<file path="config.mk">
export PLATFORM = sky130hd
export DESIGN_NAME = vga_timing_gen
export DESIGN_NICKNAME = d
export VERILOG_FILES = /design/src/rtl/vga_timing_pkg.sv /design/src/rtl/vga_axis_counter.sv /design/src/rtl/vga_timing_gen.sv
export SDC_FILE = /design/constraint.sdc
export NUM_CORES = 1
export LEC_CHECK = 0
export BUFFER_PORTS_ARGS = -buffer_cell sky130_fd_sc_hd__buf_2
export CAP_MARGIN = 10
export CORE_MARGIN = 3
export CORE_UTILIZATION = 35
export DETAILED_ROUTE_END_ITERATION = 8
export GPL_TIMING_DRIVEN = 0
export PLACE_DENSITY = 0.6
export SLEW_MARGIN = 30
export SYNTH_ARGS = -nofsm -noshare
export SYNTH_HDL_FRONTEND = slang
export SYNTH_HIERARCHICAL = 1
export SYNTH_SLANG_ARGS = --single-unit
</file>
<file path="constraint.sdc">
create_clock -name clk -period 2.38 [get_ports clk]
set_input_delay 0.238 -clock clk [delete_from_list [all_inputs] [get_ports clk]]
set_output_delay 0.238 -clock clk [all_outputs]
set_load 0.02 [all_outputs]
</file>
<file path="src/rtl/vga_timing_pkg.sv">
// vga_timing_pkg: 640x480@60 raster constants, counter widths and the rgb type.
// Shared by vga_axis_counter and vga_timing_gen.
package vga_timing_pkg;

    localparam int VGA_H_ACTIVE = 640;
    localparam int VGA_H_FP     = 16;
    localparam int VGA_H_SYNC   = 96;
    localparam int VGA_H_BP     = 48;
    localparam int VGA_V_ACTIVE = 480;
    localparam int VGA_V_FP     = 10;
    localparam int VGA_V_SYNC   = 2;
    localparam int VGA_V_BP     = 33;

    localparam int VGA_H_TOTAL =
        VGA_H_ACTIVE + VGA_H_FP + VGA_H_SYNC + VGA_H_BP;
    localparam int VGA_V_TOTAL =
        VGA_V_ACTIVE + VGA_V_FP + VGA_V_SYNC + VGA_V_BP;

    localparam int VGA_H_CW = $clog2(VGA_H_TOTAL);
    localparam int VGA_V_CW = $clog2(VGA_V_TOTAL);

    // Width of one test-pattern colour bar, in pixels.
    localparam int VGA_BAR_W = 80;

    typedef struct packed {
        logic [7:0] r;
        logic [7:0] g;
        logic [7:0] b;
    } rgb_t;

endpackage

</file>
<file path="src/rtl/vga_axis_counter.sv">
// vga_axis_counter: one raster axis (horizontal or vertical) with its decode.
// Ports: clk, rst, en, wrap_in -> count, active, sync_n (active low), wrap_out.
module vga_axis_counter
    import vga_timing_pkg::*;
#(
    parameter int ACTIVE = VGA_H_ACTIVE,
    parameter int FP     = VGA_H_FP,
    parameter int SYNC   = VGA_H_SYNC,
    parameter int BP     = VGA_H_BP,
    parameter int W      = $clog2(ACTIVE + FP + SYNC + BP)
) (
    input  logic         clk,
    input  logic         rst,
    input  logic         en,
    input  logic         wrap_in,
    output logic [W-1:0] count,
    output logic         active,
    output logic         sync_n,
    output logic         wrap_out
);

    localparam int TOTAL = ACTIVE + FP + SYNC + BP;
    localparam logic [W-1:0] LAST  = W'(TOTAL - 1);
    localparam logic [W-1:0] A_END = W'(ACTIVE);
    localparam logic [W-1:0] S_BEG = W'(ACTIVE + FP);
    localparam logic [W-1:0] S_END = W'(ACTIVE + FP + SYNC);

    logic step;

    // The counter steps only when both strobes agree.
    assign step     = en & wrap_in;
    assign wrap_out = step & (count == LAST);

    always_ff @(posedge clk or posedge rst) begin
        if (rst) begin
            count <= '0;
        end else if (step) begin
            count <= (count == LAST) ? '0 : count + W'(1);
        end
    end

    assign active = (count < A_END);
    assign sync_n = !((count >= S_BEG) && (count < S_END));

endmodule

</file>
<file path="src/rtl/vga_timing_gen.sv">
// vga_timing_gen: 640x480@60 raster, pixel coords out, colour/sync/blank to DAC.
// Ports: clk, rst, colR/G/B in; xPixel, yPixel, VGA_*, frameStart out.
// Option VGA_TIMING_TEST_PATTERN_EN adds testMode (8 vertical colour bars).
module vga_timing_gen
    import vga_timing_pkg::*;
#(
    parameter int CLK_DIV  = 2,
    parameter int H_ACTIVE = VGA_H_ACTIVE,
    parameter int H_FP     = VGA_H_FP,
    parameter int H_SYNC   = VGA_H_SYNC,
    parameter int H_BP     = VGA_H_BP,
    parameter int V_ACTIVE = VGA_V_ACTIVE,
    parameter int V_FP     = VGA_V_FP,
    parameter int V_SYNC   = VGA_V_SYNC,
    parameter int V_BP     = VGA_V_BP
) (
    input  logic       clk,
    input  logic       rst,
`ifdef VGA_TIMING_TEST_PATTERN_EN
    input  logic       testMode,
`endif
    input  logic [7:0] colR,
    input  logic [7:0] colG,
    input  logic [7:0] colB,
    output logic [9:0] xPixel,
    output logic [8:0] yPixel,
    output logic [7:0] VGA_R,
    output logic [7:0] VGA_G,
    output logic [7:0] VGA_B,
    output logic       VGA_HS,
    output logic       VGA_VS,
    output logic       VGA_BLANK_N,
    output logic       VGA_CLK,
    output logic       frameStart
);

    localparam int HW   = $clog2(H_ACTIVE + H_FP + H_SYNC + H_BP);
    localparam int VW   = $clog2(V_ACTIVE + V_FP + V_SYNC + V_BP);
    localparam int DW   = (CLK_DIV > 1) ? $clog2(CLK_DIV) : 1;
    localparam int HALF = (CLK_DIV + 1) / 2;
    localparam logic [DW-1:0] DIV_LAST = DW'(CLK_DIV - 1);

    logic [DW-1:0] div;
    logic [DW-1:0] div_nxt;
    logic          pix_tick;
    logic [HW-1:0] h_cnt;
    logic [HW-1:0] h_nxt;
    logic [VW-1:0] v_cnt;
    logic [VW-1:0] v_nxt;
    logic          h_act;
    logic          v_act;
    logic          h_sn;
    logic          v_sn;
    logic          h_wrap;
    logic          v_wrap;
    logic          act;
    logic [9:0]    x_nxt;
    logic [8:0]    y_nxt;
    rgb_t          pix;

    assign pix_tick = (div == DIV_LAST);
    assign div_nxt  = pix_tick ? '0 : div + DW'(1);

    vga_axis_counter #(
        .ACTIVE (H_ACTIVE),
        .FP     (H_FP),
        .SYNC   (H_SYNC),
        .BP     (H_BP),
        .W      (HW)
    ) u_h (
        .clk      (clk),
        .rst      (rst),
        .en       (pix_tick),
        .wrap_in  (1'b1),
        .count    (h_cnt),
        .active   (h_act),
        .sync_n   (h_sn),
        .wrap_out (h_wrap)
    );

    vga_axis_counter #(
        .ACTIVE (V_ACTIVE),
        .FP     (V_FP),
        .SYNC   (V_SYNC),
        .BP     (V_BP),
        .W      (VW)
    ) u_v (
        .clk      (clk),
        .rst      (rst),
        .en       (h_wrap),
        .wrap_in  (1'b1),
        .count    (v_cnt),
        .active   (v_act),
        .sync_n   (v_sn),
        .wrap_out (v_wrap)
    );

    // Values the counters take after this clk; the coordinate
    // registers load from these so they move with the counters.
    assign h_nxt = h_wrap   ? '0 :
                   pix_tick ? h_cnt + HW'(1) : h_cnt;
    assign v_nxt = v_wrap   ? '0 :
                   h_wrap   ? v_cnt + VW'(1) : v_cnt;

    assign x_nxt = (h_nxt < HW'(H_ACTIVE)) ? 10'(h_nxt) : '0;
    assign y_nxt = (v_nxt < VW'(V_ACTIVE)) ? 9'(v_nxt) : '0;

    assign act = h_act & v_act;

`ifdef VGA_TIMING_TEST_PATTERN_EN
    logic [2:0] bar;

    // xPixel still holds the coordinate being registered this tick.
    assign bar = 3'(xPixel / 10'(VGA_BAR_W));

    always_comb begin
        pix = '{r: colR, g: colG, b: colB};
        if (testMode) begin
            pix = '{r: {8{bar[2]}}, g: {8{bar[1]}}, b: {8{bar[0]}}};
        end
    end
`else
    always_comb begin
        pix = '{r: colR, g: colG, b: colB};
    end
`endif

    always_ff @(posedge clk or posedge rst) begin
        if (rst) begin
            div         <= '0;
            VGA_CLK     <= 1'b0;
            frameStart  <= 1'b0;
            xPixel      <= '0;
            yPixel      <= '0;
            VGA_R       <= '0;
            VGA_G       <= '0;
            VGA_B       <= '0;
            VGA_HS      <= 1'b1;
            VGA_VS      <= 1'b1;
            VGA_BLANK_N <= 1'b0;
        end else begin
            div        <= div_nxt;
            VGA_CLK    <= (int'(div_nxt) < HALF);
            // v_wrap marks the tick that returns the raster to (0,0).
            frameStart <= v_wrap;
            if (pix_tick) begin
                xPixel      <= x_nxt;
                yPixel      <= y_nxt;
                VGA_HS      <= h_sn;
                VGA_VS      <= v_sn;
                VGA_BLANK_N <= act;
                {VGA_R, VGA_G, VGA_B} <= act ? pix : '0;
            end
        end
    end

endmodule

</file>
==> results of run 1 <==
[power breakdown]
group | internal [W] | switching (W)
logic | 0.000228 | 0.000341
clock network | 0.000696 | 0.000454
registers | 0.00127 | 0.0000538
total | 0.00220 | 0.000849
[worst reg2reg max path, delay by kind of cell (launching register included)]
family | cells | cell delay, ns
AOI/OAI and AO/OA | 3 | 0.65
buffers and inverters | 2 | 0.30
DFF | 1 | 0.41
and+or+nand+nor | 4 | 0.88
[kinds of logic (layout without fill, tap and decap cells)]
| family | count (synthesis) | after routing |
|---|---|---|
| adder cells (fa/ha/maj) | 6 | 6 |
| AND/OR/NAND/NOR | 105 | 106 |
| flip-flops | 69 | 69 |
| multiplexers | 4 | 4 |
| buffers and inverters | 35 | 137 |
| XOR/XNOR | 23 | 23 |
| AO/OA/AOI/OAI | 77 | 77 |
| other | 1 | 6 |
[layout by cell type (no fill, tap or decap), types with 6 or more instances in the layout]
master,instances
buf_2,75
dfrtp_1,57
a22o_1,25
nand2_1,22
inv_1,21
xnor2_1,13
buf_4,13
nor2_1,12
nand4_1,12
nand3_1,11
o21ai_0,10
dfrtp_2,10
clkbuf_1,9
a21oi_1,9
o32ai_1,9
xor2_1,9
clkbuf_8,9
and3_1,7
conb_1,6
[stage by stage]
step                cell area, sq um  utilization, %  setup WS (ns)
finish                          4420            47.4         0.0292
global route                    4420            47.4        -0.0323
CTS                             4320            46.4         0.0106
detailed placement              3960            42.4         -0.302
global placement                3950            42.4         -0.287
floorplan                       3430               -         0.0333
[synth_stat cells, drive strengths merged, types with 4 or more instances]
cell and number:
xor2 9, ha 6, nand3 12, clkbuf 8
a21oi 9, nor3 4, nand4 14, and4 7
a22o 25, dfrtp 67, xnor2 14, buf 4
nand2 23, a31oi 4, nand2b 4, and3 8
inv 22, o2bb2ai 5, o32ai 11, nor2 14
o21ai 12
[timing repair]
action / CTS / global route
gates cloned: 0 / 1
gates resized for setup: 13 / 15
setup endpoints to repair: 16 / 16
hold buffers: 1 / 0
pin swaps: 1 / 2
buffers inserted: 12 / 0
hold endpoints to repair: 20 / 0
[registers in the layout, indices dropped and copies added (netlist names), 8 cells and up]
name       cells
VGA_B          8
VGA_G          8
xPixel        10
u_v/count     10
VGA_R          8
yPixel         9
u_h/count     10
[metal layers]
| layer | vias to the layer above | track usage (%) |
|---|---|---|
| met5 | - | 0 |
| met4 | 0 | 5.44 |
| met3 | 10 | 4.51 |
| met2 | 96 | 24.6 |
| met1 | 1423 | 20.9 |
| li1 | 1403 | - |
[final cells by class]
cell class / instances / area (sq um)
clock inverters: 6 / 111
plain buffers: 12 / 58.8
multi-input cells: 222 / 1660
inverters: 23 / 88.8
clock buffers: 10 / 128
flip-flops and latches: 69 / 1740
well taps: 129 / 161
fillers: 874 / 4910
repair buffers: 86 / 465
[path summary, 6_finish.rpt]
check                              from           end  slack, ns  depth (start not counted)
min                             colB[2]      VGA_B[2]       0.10                          2
max                        u_h/count[3]     xPixel[2]       0.03                          9
min in group asynchronous           rst  u_h/count[1]       0.45                          3
min reg2reg                 VGA_BLANK_N   VGA_BLANK_N       0.49                          1
max in group asynchronous           rst           div       1.39                          3
max reg2reg                u_h/count[3]     xPixel[2]       0.03                          9
==> out/qor.csv, run 1 <==
metric;value;unit
outcome;completed;
fin_crit;2.35;ns
overflow;0;
boundaryPins;74;
crit_type;flip-flop to flip-flop;
leakagePower;2.01;nW
clockBufferDepth;2;
antenna_found_initial;0;
dp.cells;527;
synth_compound_area_share;17.2;%
synth_top_family_by_area;simple AND/OR/NAND/NOR gates;
cts_root_buf;clkbuf_8;
grt_pass1_vias;2861;
routed_via_density;5.26;
start_util;36.5;%
ys.flop_type;dfrtp_1;
antenna_cells;0;
hpwl;5.71;mm
die_h;105;um
max-cap-violations;0;
grt_start_max_net_pins;50;
core;9330;sq um
path_buf_inv;2;
drt_iter0_markers;171;
tritoncts;yes;
drive_gt1_share;33.9;%
synth_seq_area_share;50.8;%
crit_family;simple AND/OR/NAND/NOR gates;
slew_headroom;58.8;%
cp_max_fo;9;
routedWlPerCell;15.5;um
synth_top_area_share;49.2;%
finalMaxSlewViolations;0;
avgSynthCellArea;10.6;sq um
wl_met1;4.02;mm
cp_slowest_cell;or4b_1;
fin_cells;557;
crit_required;2.63;ns
num_rows;35;
worstPathCellList;and3_1 -> buf_2 -> nand2_2 -> nor2_4 -> buf_6 -> or4b_1 -> a31oi_2 -> a311oi_4 -> o32ai_1;
area_growth;29.8;%
io_buffers;73;
synth_cell_types;55;
met2WireLength;3.95;mm
clkTransAtPathRegs;0.08;ns
finalPower;0.00305;W
grt_pass1_wl;14.1;mm
synthTopCellsByArea;dfrtp_1 49%, a22o_1 6.4%, xnor2_1 3.6%;
cts_sinks;69;
hold_violations;0;
crit_arrival;2.60;ns
fin_crit_sh;98.8;%
grt_use_total;15.7;%
synth_fa_ha_area_share;2.21;%
clock_skew;0.0123;ns
async_flop_share;100;%
yosys.area.top_type;dfrtp_1;
crit_path_max_incr_delay;0.54;ns
crit_path_end_kind;flip-flop;
max-vdd-ir-drop;0.000243;V
num_vias;2932;
die-area;10900;sq um
synth_area;3400;sq um
nets;455;
synth_edf_count;0;
ys_warn_count;6;
synthMuxAreaShare;1.25;%
die_x;105;um
routed_wirelength;8.61;mm
top_layer;met4;
htreeDepth;3;
cts_buffers;9;
start_kind;flip-flop;
drtAntennaViolNets;0;
drc_errors;0;
drt_pass1_iterations;6;
holdWs;0.104;ns
worst_pin_slew;0.618;ns
synth_xor_area_share;5.92;%
synth-seq-cells;69;
powerDensity;689;nW/um^2
finalSetupViolCount;0;
fmax;425;MHz
hold_class;input port to flip-flop;
finalWeightedCongestion;0.860;
clock_latency;0.35;ns
fin_setup_tns;0;ns
synthSimpleGateAreaFrac;18.3;%
met3_length;516;um
netlist_instances;320;
Power figures use the tool's default switching activity.
==> inputs of run 2 (changes only) <==
--- a/config.mk
+++ b/config.mk
@@ -12,6 +12,8 @@
 export DETAILED_ROUTE_END_ITERATION = 8
 export GPL_TIMING_DRIVEN = 0
 export PLACE_DENSITY = 0.6
+export REMOVE_ABC_BUFFERS = 1
+export SKIP_CTS_REPAIR_TIMING = 1
 export SLEW_MARGIN = 30
 export SYNTH_ARGS = -nofsm -noshare
 export SYNTH_HDL_FRONTEND = slang
==> run 2 against run 1 <==
Power decreased by 2.9%. Clock power decreased by 9%. Hold slack improved by 0.014 ns. Sequential share of layout area increased by 0.19 points. Maximum frequency increased by 2.6%. First-iteration DRC count decreased by 1.2%. Count of clock-buffer cells in the layout unchanged. Non-clock buffer count unchanged. Cell area decreased by 0.34%. Utilization decreased by 0.16 points. Register-to-register slack improved by 0.06 ns. Combinational power decreased by 5.6%.
==> out/qor.csv, run 2 (synthesized netlist as in run 1, its figures left out) <==
metric;value;unit
tritoncts;yes;
max-cap-violations;0;
grt_start_max_net_pins;50;
grt_pass1_wl;13.3;mm
drc_errors;0;
crit_path_end_kind;flip-flop;
clock_latency;0.33;ns
antenna_cells;0;
drt_iter0_markers;169;
routed_wirelength;8.18;mm
grt_use_total;14.6;%
dp.cells;515;
num_vias;2874;
hold_violations;0;
clockBufferDepth;2;
cp_max_fo;7;
leakagePower;2.02;nW
cts_buffers;9;
core;9330;sq um
fin_cells;558;
finalSetupViolCount;0;
hold_class;input port to flip-flop;
outcome;completed;
antenna_found_initial;0;
powerDensity;671;nW/um^2
nets;456;
drt_pass1_iterations;4;
slew_headroom;39.5;%
die_h;105;um
fin_crit_sh;96.2;%
io_buffers;73;
fin_setup_tns;0;ns
drive_gt1_share;35.9;%
final_common_cell;buf_2;
routedWlPerCell;14.7;um
crit_arrival;2.50;ns
max-vdd-ir-drop;0.000237;V
start_kind;flip-flop;
clock_skew;0.00942;ns
die-area;10900;sq um
htreeDepth;3;
fmax;437;MHz
area_growth;29.4;%
cts_root_buf;clkbuf_8;
overflow;0;
finalPower;0.00296;W
crit_type;flip-flop to flip-flop;
start_util;36.5;%
layout_common_cells;73 x buf_2, 57 x dfrtp_1, 25 x a22o_1, 24 x buf_4, 22 x nand2_1;
cts_sinks;69;
boundaryPins;74;
die_x;105;um
crit_required;2.59;ns
routed_via_density;5.15;
final_util;47.2;%
fin_crit;2.29;ns
finalWeightedCongestion;0.858;
hpwl;5.29;mm
clkTransAtPathRegs;0.08;ns
num_rows;35;
drtAntennaViolNets;0;
largestRegisters;u_h/count: 10 flops, u_v/count: 10 flops, xPixel: 10 flops;
grt_pass1_vias;2731;
finalMaxSlewViolations;0;
worst_pin_slew;0.907;ns
## run 2: changes by cell type in the layout (fill, tap and decap cells not counted), moves of 2 or more
cell,before,now
nand4_4,3,1
nand4_2,0,2
clkbuf_1,9,0
o32ai_2,2,0
buf_2,75,73
buf_4,13,24
o32ai_1,9,11
## run 2: power breakdown
part / switching (W) / leakage, nW / internal [W] / total, W
combinational: 0.000297 / 1.08 / 0.000239 / 0.000536
sequential: 0.0000950 / 0.830 / 0.00127 / 0.00137
clock: 0.000435 / 0.112 / 0.000616 / 0.00105
total: 0.000826 / 2.02 / 0.00213 / 0.00296
## run 2: cell type report
| type | instances | area, sq um |
|---|---|---|
| Fill cell | 856 | 4920 |
| Clock buffer | 10 | 138 |
| Clock inverter | 6 | 86.3 |
| Multi-Input combinational cell | 223 | 1630 |
| Tap cell | 129 | 161 |
| Sequential cell | 69 | 1740 |
| Timing Repair Buffer | 98 | 556 |
| Inverter | 23 | 88.8 |
## run 2: per-layer routing
metal	global-route usage, %	routed length, um	vias to the layer above
met5	0	0	-
met4	6.19	141	0
met3	3.03	384	14
met2	23.4	3710	83
met1	19.1	3950	1379
li1	-	-	1398
## run 2: worst paths after layout
kind	start	endpoint	slack (ns)	depth (start not counted)
setup / recovery	u_h/count[5]	u_v/count[7]	0.09	9
hold / removal	colG[1]	VGA_G[1]	0.12	2
setup reg to reg	u_h/count[5]	u_v/count[7]	0.09	9
hold reg to reg	VGA_BLANK_N	VGA_BLANK_N	0.48	1
max in group asynchronous	rst	div	1.37	3
min in group asynchronous	rst	u_h/count[5]	0.47	3
## run 2: through the flow
stage	hold slack (ns)	cell area, sq um	setup WS (ns)
after floorplan	0.0782	3370	-0.536
after global placement	0.260	3890	-1.28
after detailed placement	0.288	3900	-1.35
after CTS	-0.0825	4120	-1.34
after global routing	0.114	4400	-0.0314
final	0.118	4400	0.0895
## run 2: critical path, cell delays in order (launching register included)
cell and delay [ns]:
dfrtp_2 0.46, nor2_4 0.17, nand4_1 0.19, buf_4 0.20, nor2_2 0.21, buf_4 0.18, and4_4 0.26, and4_4 0.26
nand3_2 0.08, xnor2_1 0.14
